File: config.mk
export PLATFORM = sky130hd
export DESIGN_NAME = hud_card_addr_gen_flat
export DESIGN_NICKNAME = d
export VERILOG_FILES = /design/src/rtl/hud_card_addr_gen_pkg.sv /design/src/rtl/hud_card_addr_gen_if.sv /design/src/rtl/hud_card_addr_gen_flip_fsm.sv /design/src/rtl/hud_card_addr_gen.sv /design/src/flat_wrapper.sv
export SDC_FILE = /design/constraint.sdc
export NUM_CORES = 1
export LEC_CHECK = 0
export CORE_MARGIN = 2
export CORE_UTILIZATION = 60
export DETAILED_ROUTE_END_ITERATION = 16
export PLACE_DENSITY_LB_ADDON = 0.1
export SLEW_MARGIN = 5
export SYNTH_ARGS = -nofsm -noshare
export SYNTH_HDL_FRONTEND = slang
export SYNTH_HIERARCHICAL = 1
export SYNTH_SLANG_ARGS = --single-unit
File: constraint.sdc
create_clock -name clk -period 11 [get_ports clk]
set_input_delay 3.3 -clock clk [delete_from_list [all_inputs] [get_ports clk]]
set_output_delay 3.3 -clock clk [all_outputs]
set_load 0.03 [all_outputs]
File: src/rtl/hud_card_addr_gen_pkg.sv
// Shared types, geometry defaults and width helpers for the HUD card address generator.
//   DEF_*        : default card / HUD geometry in pixels
//   flip_state_t : per-player card-flip animation state
//   addr_w()     : BRAM address width needed for a 2-image texture strip
//   idx_w()      : index width for n items, minimum 1 bit
package hud_pkg;

  localparam int unsigned DEF_CARD_W    = 60;
  localparam int unsigned DEF_CARD_H    = 120;
  localparam int unsigned DEF_HUD_Y0    = 360;
  localparam int unsigned DEF_GRP_X0    = 60;
  localparam int unsigned DEF_GRP_PITCH = 340;
  localparam int unsigned DEF_FLIP_STEP = 6;

  typedef enum logic [1:0] {
    IDLE,
    SHRINK,
    GROW
  } flip_state_t;

  // The strip is 2*card_w texels wide and card_h texels tall.
  function automatic int unsigned addr_w(input int unsigned card_w, input int unsigned card_h);
    return (card_h * 2 * card_w <= 1) ? 1 : $clog2(card_h * 2 * card_w);
  endfunction

  function automatic int unsigned idx_w(input int unsigned n);
    return (n <= 1) ? 1 : $clog2(n);
  endfunction

endpackage

File: src/rtl/hud_card_addr_gen_if.sv
// Pixel-in / texture-address-out bus of the HUD card address generator.
//   master : timing side (drives pixel position, frame pulse, slot mask; receives addresses)
//   slave  : address generator
interface hud_card_addr_gen_if #(
  parameter int unsigned NUM_PLAYERS = 2,
  parameter int unsigned NUM_SLOTS   = 3,
  parameter int unsigned ADDR_W      = 14
);
  localparam int unsigned PW = hud_pkg::idx_w(NUM_PLAYERS);
  localparam int unsigned SW = hud_pkg::idx_w(NUM_SLOTS);
  localparam int unsigned NM = NUM_PLAYERS * NUM_SLOTS;

  logic              frame_start;
  logic              pix_valid;
  logic [9:0]        h_cnt;
  logic [9:0]        v_cnt;
  logic [NM-1:0]     slot_mask;
  logic [ADDR_W-1:0] mem_addr;
  logic              is_active;
  logic [PW-1:0]     out_player;
  logic [SW-1:0]     out_slot;
  logic              out_valid;
  logic [NUM_PLAYERS-1:0] anim_busy;

  modport master (
    output frame_start, pix_valid, h_cnt, v_cnt, slot_mask,
    input  mem_addr, is_active, out_player, out_slot, out_valid, anim_busy
  );

  modport slave (
    input  frame_start, pix_valid, h_cnt, v_cnt, slot_mask,
    output mem_addr, is_active, out_player, out_slot, out_valid, anim_busy
  );

endinterface

File: src/rtl/hud_card_addr_gen_flip_fsm.sv
// Per-player card-flip animation: IDLE -> SHRINK -> GROW -> IDLE, one step per frame.
//   i_step   : frame_start pulse
//   i_pend   : this player's pending mask bits
//   i_disp   : this player's displayed mask bits
//   o_hw     : current half-width of cropped cards
//   o_chg    : slots being flipped (captured at SHRINK entry)
//   o_busy   : animation in progress
//   o_load_c : copy pending into displayed on this edge
module hud_flip_fsm
  import hud_pkg::*;
#(
  parameter int unsigned NUM_SLOTS = 3,
  parameter int unsigned CARD_W    = DEF_CARD_W,
  parameter int unsigned FLIP_STEP = DEF_FLIP_STEP,
  parameter int unsigned HW_W      = 5
) (
  input  logic                 clk,
  input  logic                 rst_n,
  input  logic                 i_step,
  input  logic [NUM_SLOTS-1:0] i_pend,
  input  logic [NUM_SLOTS-1:0] i_disp,
  output logic [HW_W-1:0]      o_hw,
  output logic [NUM_SLOTS-1:0] o_chg,
  output logic                 o_busy,
  output logic                 o_load_c
);

  localparam logic [HW_W-1:0] HALF = HW_W'(CARD_W / 2);
  localparam logic [HW_W-1:0] STEP = HW_W'(FLIP_STEP);

  flip_state_t          r_state, w_state;
  logic [HW_W-1:0]      r_hw, w_hw;
  logic [NUM_SLOTS-1:0] r_chg, w_chg;
  logic                 r_busy, w_busy;

  // State register
  always_ff @(posedge clk or negedge rst_n) begin
    if (!rst_n) begin
      r_state <= IDLE;
      r_hw    <= HALF;
      r_chg   <= '0;
      r_busy  <= 1'b0;
    end else begin
      r_state <= w_state;
      r_hw    <= w_hw;
      r_chg   <= w_chg;
      r_busy  <= w_busy;
    end
  end

  // Next state; GROW exit re-enters SHRINK directly when more changes are pending
  always_comb begin
    w_state  = r_state;
    w_hw     = r_hw;
    w_chg    = r_chg;
    o_load_c = 1'b0;
    case (r_state)
      IDLE: begin
        if (i_step && (i_pend != i_disp)) begin
          w_state = SHRINK;
          w_hw    = HALF - STEP;
          w_chg   = i_pend ^ i_disp;
        end
      end
      SHRINK: begin
        if (i_step) begin
          w_hw = r_hw - STEP;
          if (r_hw == STEP) begin
            o_load_c = 1'b1;
            w_state  = GROW;
          end
        end
      end
      GROW: begin
        if (i_step) begin
          w_hw = r_hw + STEP;
          if (w_hw == HALF) begin
            if (i_pend != i_disp) begin
              w_state = SHRINK;
              w_hw    = HALF - STEP;
              w_chg   = i_pend ^ i_disp;
            end else begin
              w_state = IDLE;
              w_chg   = '0;
            end
          end
        end
      end
      default: begin
        w_state = IDLE;
        w_hw    = HALF;
        w_chg   = '0;
      end
    endcase
    w_busy = (w_state != IDLE);
  end

  assign o_hw   = r_hw;
  assign o_chg  = r_chg;
  assign o_busy = r_busy;

endmodule

File: src/rtl/hud_card_addr_gen.sv
// HUD card texture address generator: maps (h_cnt, v_cnt) to a card BRAM address in
// a 2-stage pipeline, with frame-synchronous per-slot left/right image selection.
//   clk, rst_n : pixel clock, async active-low reset
//   bus        : slave side of hud_card_addr_gen_if (pixel in, address/flags out)
// Optional card-flip reveal animation enabled with `define HUD_FLIP_ANIM_EN.
module hud_card_addr_gen
  import hud_pkg::*;
#(
  parameter int unsigned NUM_PLAYERS = 2,
  parameter int unsigned NUM_SLOTS   = 3,
  parameter int unsigned CARD_W      = DEF_CARD_W,
  parameter int unsigned CARD_H      = DEF_CARD_H,
  parameter int unsigned HUD_Y0      = DEF_HUD_Y0,
  parameter int unsigned GRP_X0      = DEF_GRP_X0,
  parameter int unsigned GRP_PITCH   = DEF_GRP_PITCH,
  parameter int unsigned ADDR_W      = addr_w(DEF_CARD_W, DEF_CARD_H),
  parameter int unsigned FLIP_STEP   = DEF_FLIP_STEP
) (
  input logic               clk,
  input logic               rst_n,
  hud_card_addr_gen_if.slave bus
);

  localparam int unsigned NM  = NUM_PLAYERS * NUM_SLOTS;
  localparam int unsigned AW1 = ADDR_W + 1;
  localparam int unsigned PW  = idx_w(NUM_PLAYERS);
  localparam int unsigned SW  = idx_w(NUM_SLOTS);

  // Elaboration-time parameter sanity
  if (((CARD_W / 2) % FLIP_STEP) != 0) begin : g_bad_flip_step
    $error("CARD_W/2 must be a multiple of FLIP_STEP");
  end
  if (ADDR_W < addr_w(CARD_W, CARD_H)) begin : g_bad_addr_w
    $error("ADDR_W too narrow for the texture strip");
  end

  logic [NM-1:0] r_pend, r_disp;

`ifdef HUD_FLIP_ANIM_EN
  localparam int unsigned HALF = CARD_W / 2;
  localparam int unsigned HW_W = idx_w(HALF + 1);

  logic [HW_W-1:0]        w_hw  [NUM_PLAYERS];
  logic [NUM_SLOTS-1:0]   w_chg [NUM_PLAYERS];
  logic [NUM_PLAYERS-1:0] w_busy, w_load;

  for (genvar gp = 0; gp < NUM_PLAYERS; gp++) begin : g_flip
    hud_flip_fsm #(
      .NUM_SLOTS(NUM_SLOTS), .CARD_W(CARD_W), .FLIP_STEP(FLIP_STEP), .HW_W(HW_W)
    ) u_fsm (
      .clk      (clk),
      .rst_n    (rst_n),
      .i_step   (bus.frame_start),
      .i_pend   (r_pend[gp*NUM_SLOTS +: NUM_SLOTS]),
      .i_disp   (r_disp[gp*NUM_SLOTS +: NUM_SLOTS]),
      .o_hw     (w_hw[gp]),
      .o_chg    (w_chg[gp]),
      .o_busy   (w_busy[gp]),
      .o_load_c (w_load[gp])
    );
  end
  assign bus.anim_busy = w_busy;
`else
  assign bus.anim_busy = '0;
`endif

  // Pending mask follows slot_mask at frame_start; displayed mask lags one step behind
  always_ff @(posedge clk or negedge rst_n) begin
    if (!rst_n) begin
      r_pend <= '0;
      r_disp <= '0;
    end else begin
      if (bus.frame_start) r_pend <= bus.slot_mask;
`ifdef HUD_FLIP_ANIM_EN
      for (int p = 0; p < NUM_PLAYERS; p++) begin
        if (w_load[p]) r_disp[p*NUM_SLOTS +: NUM_SLOTS] <= r_pend[p*NUM_SLOTS +: NUM_SLOTS];
      end
`else
      if (bus.frame_start) r_disp <= r_pend;
`endif
    end
  end

  // Stage 1 decode; descending loops so the lowest overlapping group wins
  logic           w_vin, w_hit, w_right;
  logic [PW-1:0]  w_player;
  logic [SW-1:0]  w_slot;
  logic [AW1-1:0] w_h, w_lx, w_ly;

  always_comb begin
    w_hit    = 1'b0;
    w_right  = 1'b0;
    w_player = '0;
    w_slot   = '0;
    w_lx     = '0;
    w_h      = AW1'(bus.h_cnt);
    w_ly     = AW1'(bus.v_cnt) - AW1'(HUD_Y0);
    w_vin    = bus.pix_valid && (AW1'(bus.v_cnt) >= AW1'(HUD_Y0)) &&
               (AW1'(bus.v_cnt) < AW1'(HUD_Y0 + CARD_H));
    for (int p = NUM_PLAYERS - 1; p >= 0; p--) begin
      for (int s = NUM_SLOTS - 1; s >= 0; s--) begin
        if (w_vin && (w_h >= AW1'(GRP_X0 + p*GRP_PITCH + s*CARD_W)) &&
            (w_h < AW1'(GRP_X0 + p*GRP_PITCH + (s + 1)*CARD_W))) begin
          w_hit    = 1'b1;
          w_player = PW'(p);
          w_slot   = SW'(s);
          w_lx     = w_h - AW1'(GRP_X0 + p*GRP_PITCH + s*CARD_W);
          w_right  = r_disp[p*NUM_SLOTS + s];
`ifdef HUD_FLIP_ANIM_EN
          // Flipping slots show only the centred window of width 2*hw
          if (w_chg[p][s] && !((w_lx >= AW1'(HALF) - AW1'(w_hw[p])) &&
                               (w_lx <  AW1'(HALF) + AW1'(w_hw[p])))) begin
            w_hit = 1'b0;
          end
`endif
        end
      end
    end
  end

  logic           r_s1_valid, r_s1_hit, r_s1_right;
  logic [PW-1:0]  r_s1_player;
  logic [SW-1:0]  r_s1_slot;
  logic [AW1-1:0] r_s1_lx, r_s1_ly;

  logic [ADDR_W-1:0] r_mem_addr;
  logic              r_is_active, r_out_valid;
  logic [PW-1:0]     r_out_player;
  logic [SW-1:0]     r_out_slot;

  logic [AW1-1:0] w_addr;
  assign w_addr = (r_s1_ly * AW1'(2 * CARD_W)) + (r_s1_right ? AW1'(CARD_W) : AW1'(0)) + r_s1_lx;

  // Two-stage pixel pipeline
  always_ff @(posedge clk or negedge rst_n) begin
    if (!rst_n) begin
      r_s1_valid   <= 1'b0;
      r_s1_hit     <= 1'b0;
      r_s1_right   <= 1'b0;
      r_s1_player  <= '0;
      r_s1_slot    <= '0;
      r_s1_lx      <= '0;
      r_s1_ly      <= '0;
      r_mem_addr   <= '0;
      r_is_active  <= 1'b0;
      r_out_valid  <= 1'b0;
      r_out_player <= '0;
      r_out_slot   <= '0;
    end else begin
      r_s1_valid   <= bus.pix_valid;
      r_s1_hit     <= w_hit;
      r_s1_right   <= w_right;
      r_s1_player  <= w_hit ? w_player : '0;
      r_s1_slot    <= w_hit ? w_slot : '0;
      r_s1_lx      <= w_lx;
      r_s1_ly      <= w_ly;
      r_out_valid  <= r_s1_valid;
      r_is_active  <= r_s1_hit;
      r_mem_addr   <= r_s1_hit ? ADDR_W'(w_addr) : '0;
      r_out_player <= r_s1_player;
      r_out_slot   <= r_s1_slot;
    end
  end

  assign bus.mem_addr   = r_mem_addr;
  assign bus.is_active  = r_is_active;
  assign bus.out_player = r_out_player;
  assign bus.out_slot   = r_out_slot;
  assign bus.out_valid  = r_out_valid;

endmodule
File: src/flat_wrapper.sv
// flat-port wrapper written by rule: the top's interface ports become plain ports
module hud_card_addr_gen_flat import hud_pkg::*;
#(
  parameter int unsigned NUM_PLAYERS = 2,
  parameter int unsigned NUM_SLOTS   = 3,
  parameter int unsigned CARD_W      = DEF_CARD_W,
  parameter int unsigned CARD_H      = DEF_CARD_H,
  parameter int unsigned HUD_Y0      = DEF_HUD_Y0,
  parameter int unsigned GRP_X0      = DEF_GRP_X0,
  parameter int unsigned GRP_PITCH   = DEF_GRP_PITCH,
  parameter int unsigned ADDR_W      = addr_w(DEF_CARD_W, DEF_CARD_H),
  parameter int unsigned FLIP_STEP   = DEF_FLIP_STEP
)
  (clk, rst_n, bus_frame_start, bus_pix_valid, bus_h_cnt, bus_v_cnt, bus_slot_mask, bus_mem_addr, bus_is_active, bus_out_player, bus_out_slot, bus_out_valid, bus_anim_busy);
  hud_card_addr_gen_if #(.NUM_PLAYERS(NUM_PLAYERS), .NUM_SLOTS(NUM_SLOTS), .ADDR_W(ADDR_W)) bus_i ();
  input logic clk;
  input logic rst_n;
  input wire logic [$bits(bus_i.frame_start)-1:0] bus_frame_start;
  input wire logic [$bits(bus_i.pix_valid)-1:0] bus_pix_valid;
  input wire logic [$bits(bus_i.h_cnt)-1:0] bus_h_cnt;
  input wire logic [$bits(bus_i.v_cnt)-1:0] bus_v_cnt;
  input wire logic [$bits(bus_i.slot_mask)-1:0] bus_slot_mask;
  output wire logic [$bits(bus_i.mem_addr)-1:0] bus_mem_addr;
  output wire logic [$bits(bus_i.is_active)-1:0] bus_is_active;
  output wire logic [$bits(bus_i.out_player)-1:0] bus_out_player;
  output wire logic [$bits(bus_i.out_slot)-1:0] bus_out_slot;
  output wire logic [$bits(bus_i.out_valid)-1:0] bus_out_valid;
  output wire logic [$bits(bus_i.anim_busy)-1:0] bus_anim_busy;
  assign bus_i.frame_start = bus_frame_start;
  assign bus_i.pix_valid = bus_pix_valid;
  assign bus_i.h_cnt = bus_h_cnt;
  assign bus_i.v_cnt = bus_v_cnt;
  assign bus_i.slot_mask = bus_slot_mask;
  assign bus_mem_addr = bus_i.mem_addr;
  assign bus_is_active = bus_i.is_active;
  assign bus_out_player = bus_i.out_player;
  assign bus_out_slot = bus_i.out_slot;
  assign bus_out_valid = bus_i.out_valid;
  assign bus_anim_busy = bus_i.anim_busy;
  hud_card_addr_gen #(.NUM_PLAYERS(NUM_PLAYERS), .NUM_SLOTS(NUM_SLOTS), .CARD_W(CARD_W), .CARD_H(CARD_H), .HUD_Y0(HUD_Y0), .GRP_X0(GRP_X0), .GRP_PITCH(GRP_PITCH), .ADDR_W(ADDR_W), .FLIP_STEP(FLIP_STEP)) u_core (.clk(clk), .rst_n(rst_n), .bus(bus_i));
endmodule
==> results.sh <==
export IMPL_status="completed"
export IMPL_antenna_found_initial=0
export IMPL_path_clk_slew_ns=0.07
export IMPL_power_uw=841.5
export IMPL_yosysTopAreaCell="dfrtp_1"
export IMPL_synth_cell_types=64
export IMPL_rows=30
export IMPL_grt_max_degree=60
export IMPL_finClkSkew_ns=0.008932
export IMPL_drtIter0Drc=187
export IMPL_maxSlewHeadroom_pct=26.94
export IMPL_multi_input_area_um2=2502
export IMPL_rsz0062_at_grt="false"
export IMPL_rrSetupSlack_ns=6.60
export IMPL_htree_levels=3
export IMPL_finalWirelength_mm=9.586
export IMPL_seq_area_um2=1476
export IMPL_netlist_area_leader_share_pct=34.95
export IMPL_synth_area_top_cells="dfrtp_1, ha_1, fa_1, xnor2_1, inv_1"
export IMPL_cts_buffer_depth=2
export IMPL_final_hold_violation_count=0
export IMPL_ys_warn_count=6
export IMPL_grt_remaining_overflow=0
export IMPL_dp_hpwl_mm=7.461
export IMPL_ant_nets=0
export IMPL_cp_max_fo=12
export IMPL_finalSetupTns_ns=0
export IMPL_cp_end_kind="flip-flop"
export IMPL_synthArstFlopShare_pct=100.0
export IMPL_synth_seq_cells=59
export IMPL_max_freq_mhz=155.9
export IMPL_grt_pass1_wl_mm=15.81
export IMPL_syn_inst=422
export IMPL_ir_drop_mv=0.09230
export IMPL_yosysMostFrequentCell="dfrtp_1"
export IMPL_r2r_start="u_core/r_s1_ly[3]"
export IMPL_post_cts_setup_buffer_count=0
export IMPL_synthesis_area_um2=4224
export IMPL_syn_area_per_cell_um2=10.01
export IMPL_diodes=0
export IMPL_p_per_area_nw_per_um2=168.9
export IMPL_fill_cells=495
export IMPL_drv_slew=0
export IMPL_cts_made_buffers=9
export IMPL_grt_pass1_vias=3248
export IMPL_tightest_slew_ns=1.094
export IMPL_worst_r2r_endpoint="u_core/bus.mem_addr[12]"
export IMPL_setup_viol=0
export IMPL_firstDrtPassIters=4
export IMPL_synth_enable_flop_cells=0
export IMPL_layout_nets=558
export IMPL_arrival_ns=6.62
export IMPL_io_pins=51
export IMPL_cap_viol_max_count=0
export IMPL_layout_min_cycle_time_ns=6.415
export IMPL_reg2regPathDepth=16
export IMPL_gp_congestion=0.9464
export IMPL_die_w_um=87.91
export IMPL_synthFlopType="dfrtp_1"
export IMPL_worstSetupPathType="in2reg"
export IMPL_hold_class="reg2reg"
export IMPL_cts_sinks=59
export IMPL_holdPathEnd="u_core/bus.out_slot[0]"
export IMPL_vias=3300
export IMPL_cts_tree="built"
export IMPL_min_path_cells=0
export IMPL_initial_core_util_pct=62.17
export IMPL_clk_latency_ns=0.32
export IMPL_via_per_inst=5.789
export IMPL_fp_coreArea_um2=6794
export IMPL_start_kind="input pin"
export IMPL_drive_gt1_share_pct=8.017
export IMPL_drt_wirelength_per_cell_um=16.82
export IMPL_syn_to_final_growth_pct=17.95
export IMPL_seq_area_frac_synth_pct=34.95
export IMPL_root_buffer="clkbuf_8"
export IMPL_required_ns=11.21
export IMPL_dieArea_um2=7727
export IMPL_min_from="u_core/r_s1_slot[0]"
export IMPL_post_route_period_util_pct=58.32
export IMPL_track_usage_pct=26.64
export IMPL_die_h_um=87.91
export IMPL_cts_hold_buffers=0
export IMPL_io_buffers=48
export IMPL_yosys_top_cells_count="dfrtp_1, inv_1, ha_1, xnor2_1, nand2_1"
export IMPL_drcViolationCount=0
export IMPL_p_leak_uw=0.002274
export IMPL_cts_resized_gates=0
## kinds of logic (layout without fill, tap and decap cells)
logic type / count (synthesis) / after routing / share of synthesized area, %
AND/OR/NAND/NOR: 103 / 103 / 13.57
other: 1 / 2 / 0.08878
adder cells (fa/ha/maj): 59 / 59 / 20.85
AO/OA/AOI/OAI: 95 / 95 / 15.40
multiplexers: 9 / 9 / 2.399
flip-flops: 59 / 59 / 34.95
buffers and inverters: 63 / 114 / 5.895
XOR/XNOR: 33 / 33 / 6.842
## cells in the final DEF (no fill, tap or decap), drive strengths merged, types with 6 or more instances in the layout
cell type / Yosys / layout
nand2: 25 / 25
a211oi: 7 / 7
fa: 19 / 19
clkdlybuf4s50: 0 / 47
xor2: 6 / 6
nand3: 7 / 7
mux2: 9 / 9
clkbuf: 7 / 10
o21ai: 26 / 26
xnor2: 27 / 27
nor2: 15 / 15
and2: 15 / 15
nor3: 6 / 6
dfrtp: 59 / 59
nor2b: 7 / 7
inv: 49 / 50
a21oi: 20 / 20
ha: 40 / 40
## metrics by stage
step | instances | instance area (µm²) | util, % | setup slack, ns | hold WS [ns]
3_5_place_dp | 554 | 4766 | 70.15 | 4.392 | 0.3355
6_report | 570 | 4982 | 73.33 | 4.585 | 0.3519
5_1_grt | 570 | 4982 | 73.33 | 4.396 | 0.3616
4_1_cts | 570 | 4982 | 73.33 | 4.723 | 0.3521
2_1_floorplan | 423 | 4228 | - | 5.474 | 0.3312
3_3_place_gp | 554 | 4766 | 70.15 | 4.589 | 0.3332
## power by group
part	switching, µW	internal, µW
logic	206	181
registers	7.63	229
clock network	90.1	128
total	303	538
## worst max-delay path, stage by stage
cell and delay (ns):
clkdlybuf4s50_1 0.76, inv_1 0.20, ha_1 0.24, a21oi_1 0.24, o21ai_0 0.18, a2111oi_2 1.02, nor2_1 0.21, o221ai_1 0.14
a211oi_1 0.08, a2111oi_2 0.24
## worst max-delay path by stage
stage | depth (start not counted) | endpoint | start | slack, ns
CTS | 10 | u_core/r_s1_lx[6] | bus_h_cnt[3] | 4.72
global route | 10 | u_core/r_s1_lx[6] | bus_h_cnt[3] | 4.40
detailed placement | 10 | u_core/r_s1_lx[6] | bus_h_cnt[3] | 4.39
global placement | 10 | u_core/r_s1_lx[6] | bus_h_cnt[4] | 4.59
finish | 10 | u_core/r_s1_lx[6] | bus_h_cnt[3] | 4.59
floorplan | 10 | u_core/r_s1_lx[6] | bus_h_cnt[3] | 5.47
## layer usage
| metal | part of all wire (%) | global-route usage [%] |
|---|---|---|
| met5 | 0 | 0 |
| met4 | 1.8 | 7.552 |
| met3 | 5.5 | 3.959 |
| met2 | 49 | 45.32 |
| met1 | 44 | 35.56 |
## layout make-up
cell class | count | share of cell area, %
multi-input cells | 301 | 50.23
inverters | 49 | 3.692
repair buffers | 49 | 9.694
clock buffers | 10 | 2.562
flip-flops and latches | 59 | 29.63
well taps | 96 | 2.411
clock inverters | 6 | 1.783
## registers in the layout, summed over array words and instances (netlist names)
signal	cells
u_core/r_pend	6
u_core/r_disp	6
u_core/r_s1_right	1
u_core/r_s1_valid	1
u_core/r_s1_hit	1
u_core/r_s1_ly	11
u_core/r_s1_lx	11
u_core/bus.mem_addr	14
u_core/r_s1_player	1
u_core/bus.is_active	1
u_core/bus.out_player	1
u_core/bus.out_valid	1
u_core/bus.out_slot	2
u_core/r_s1_slot	2
Note: power is estimated with default switching activity, not from simulation.
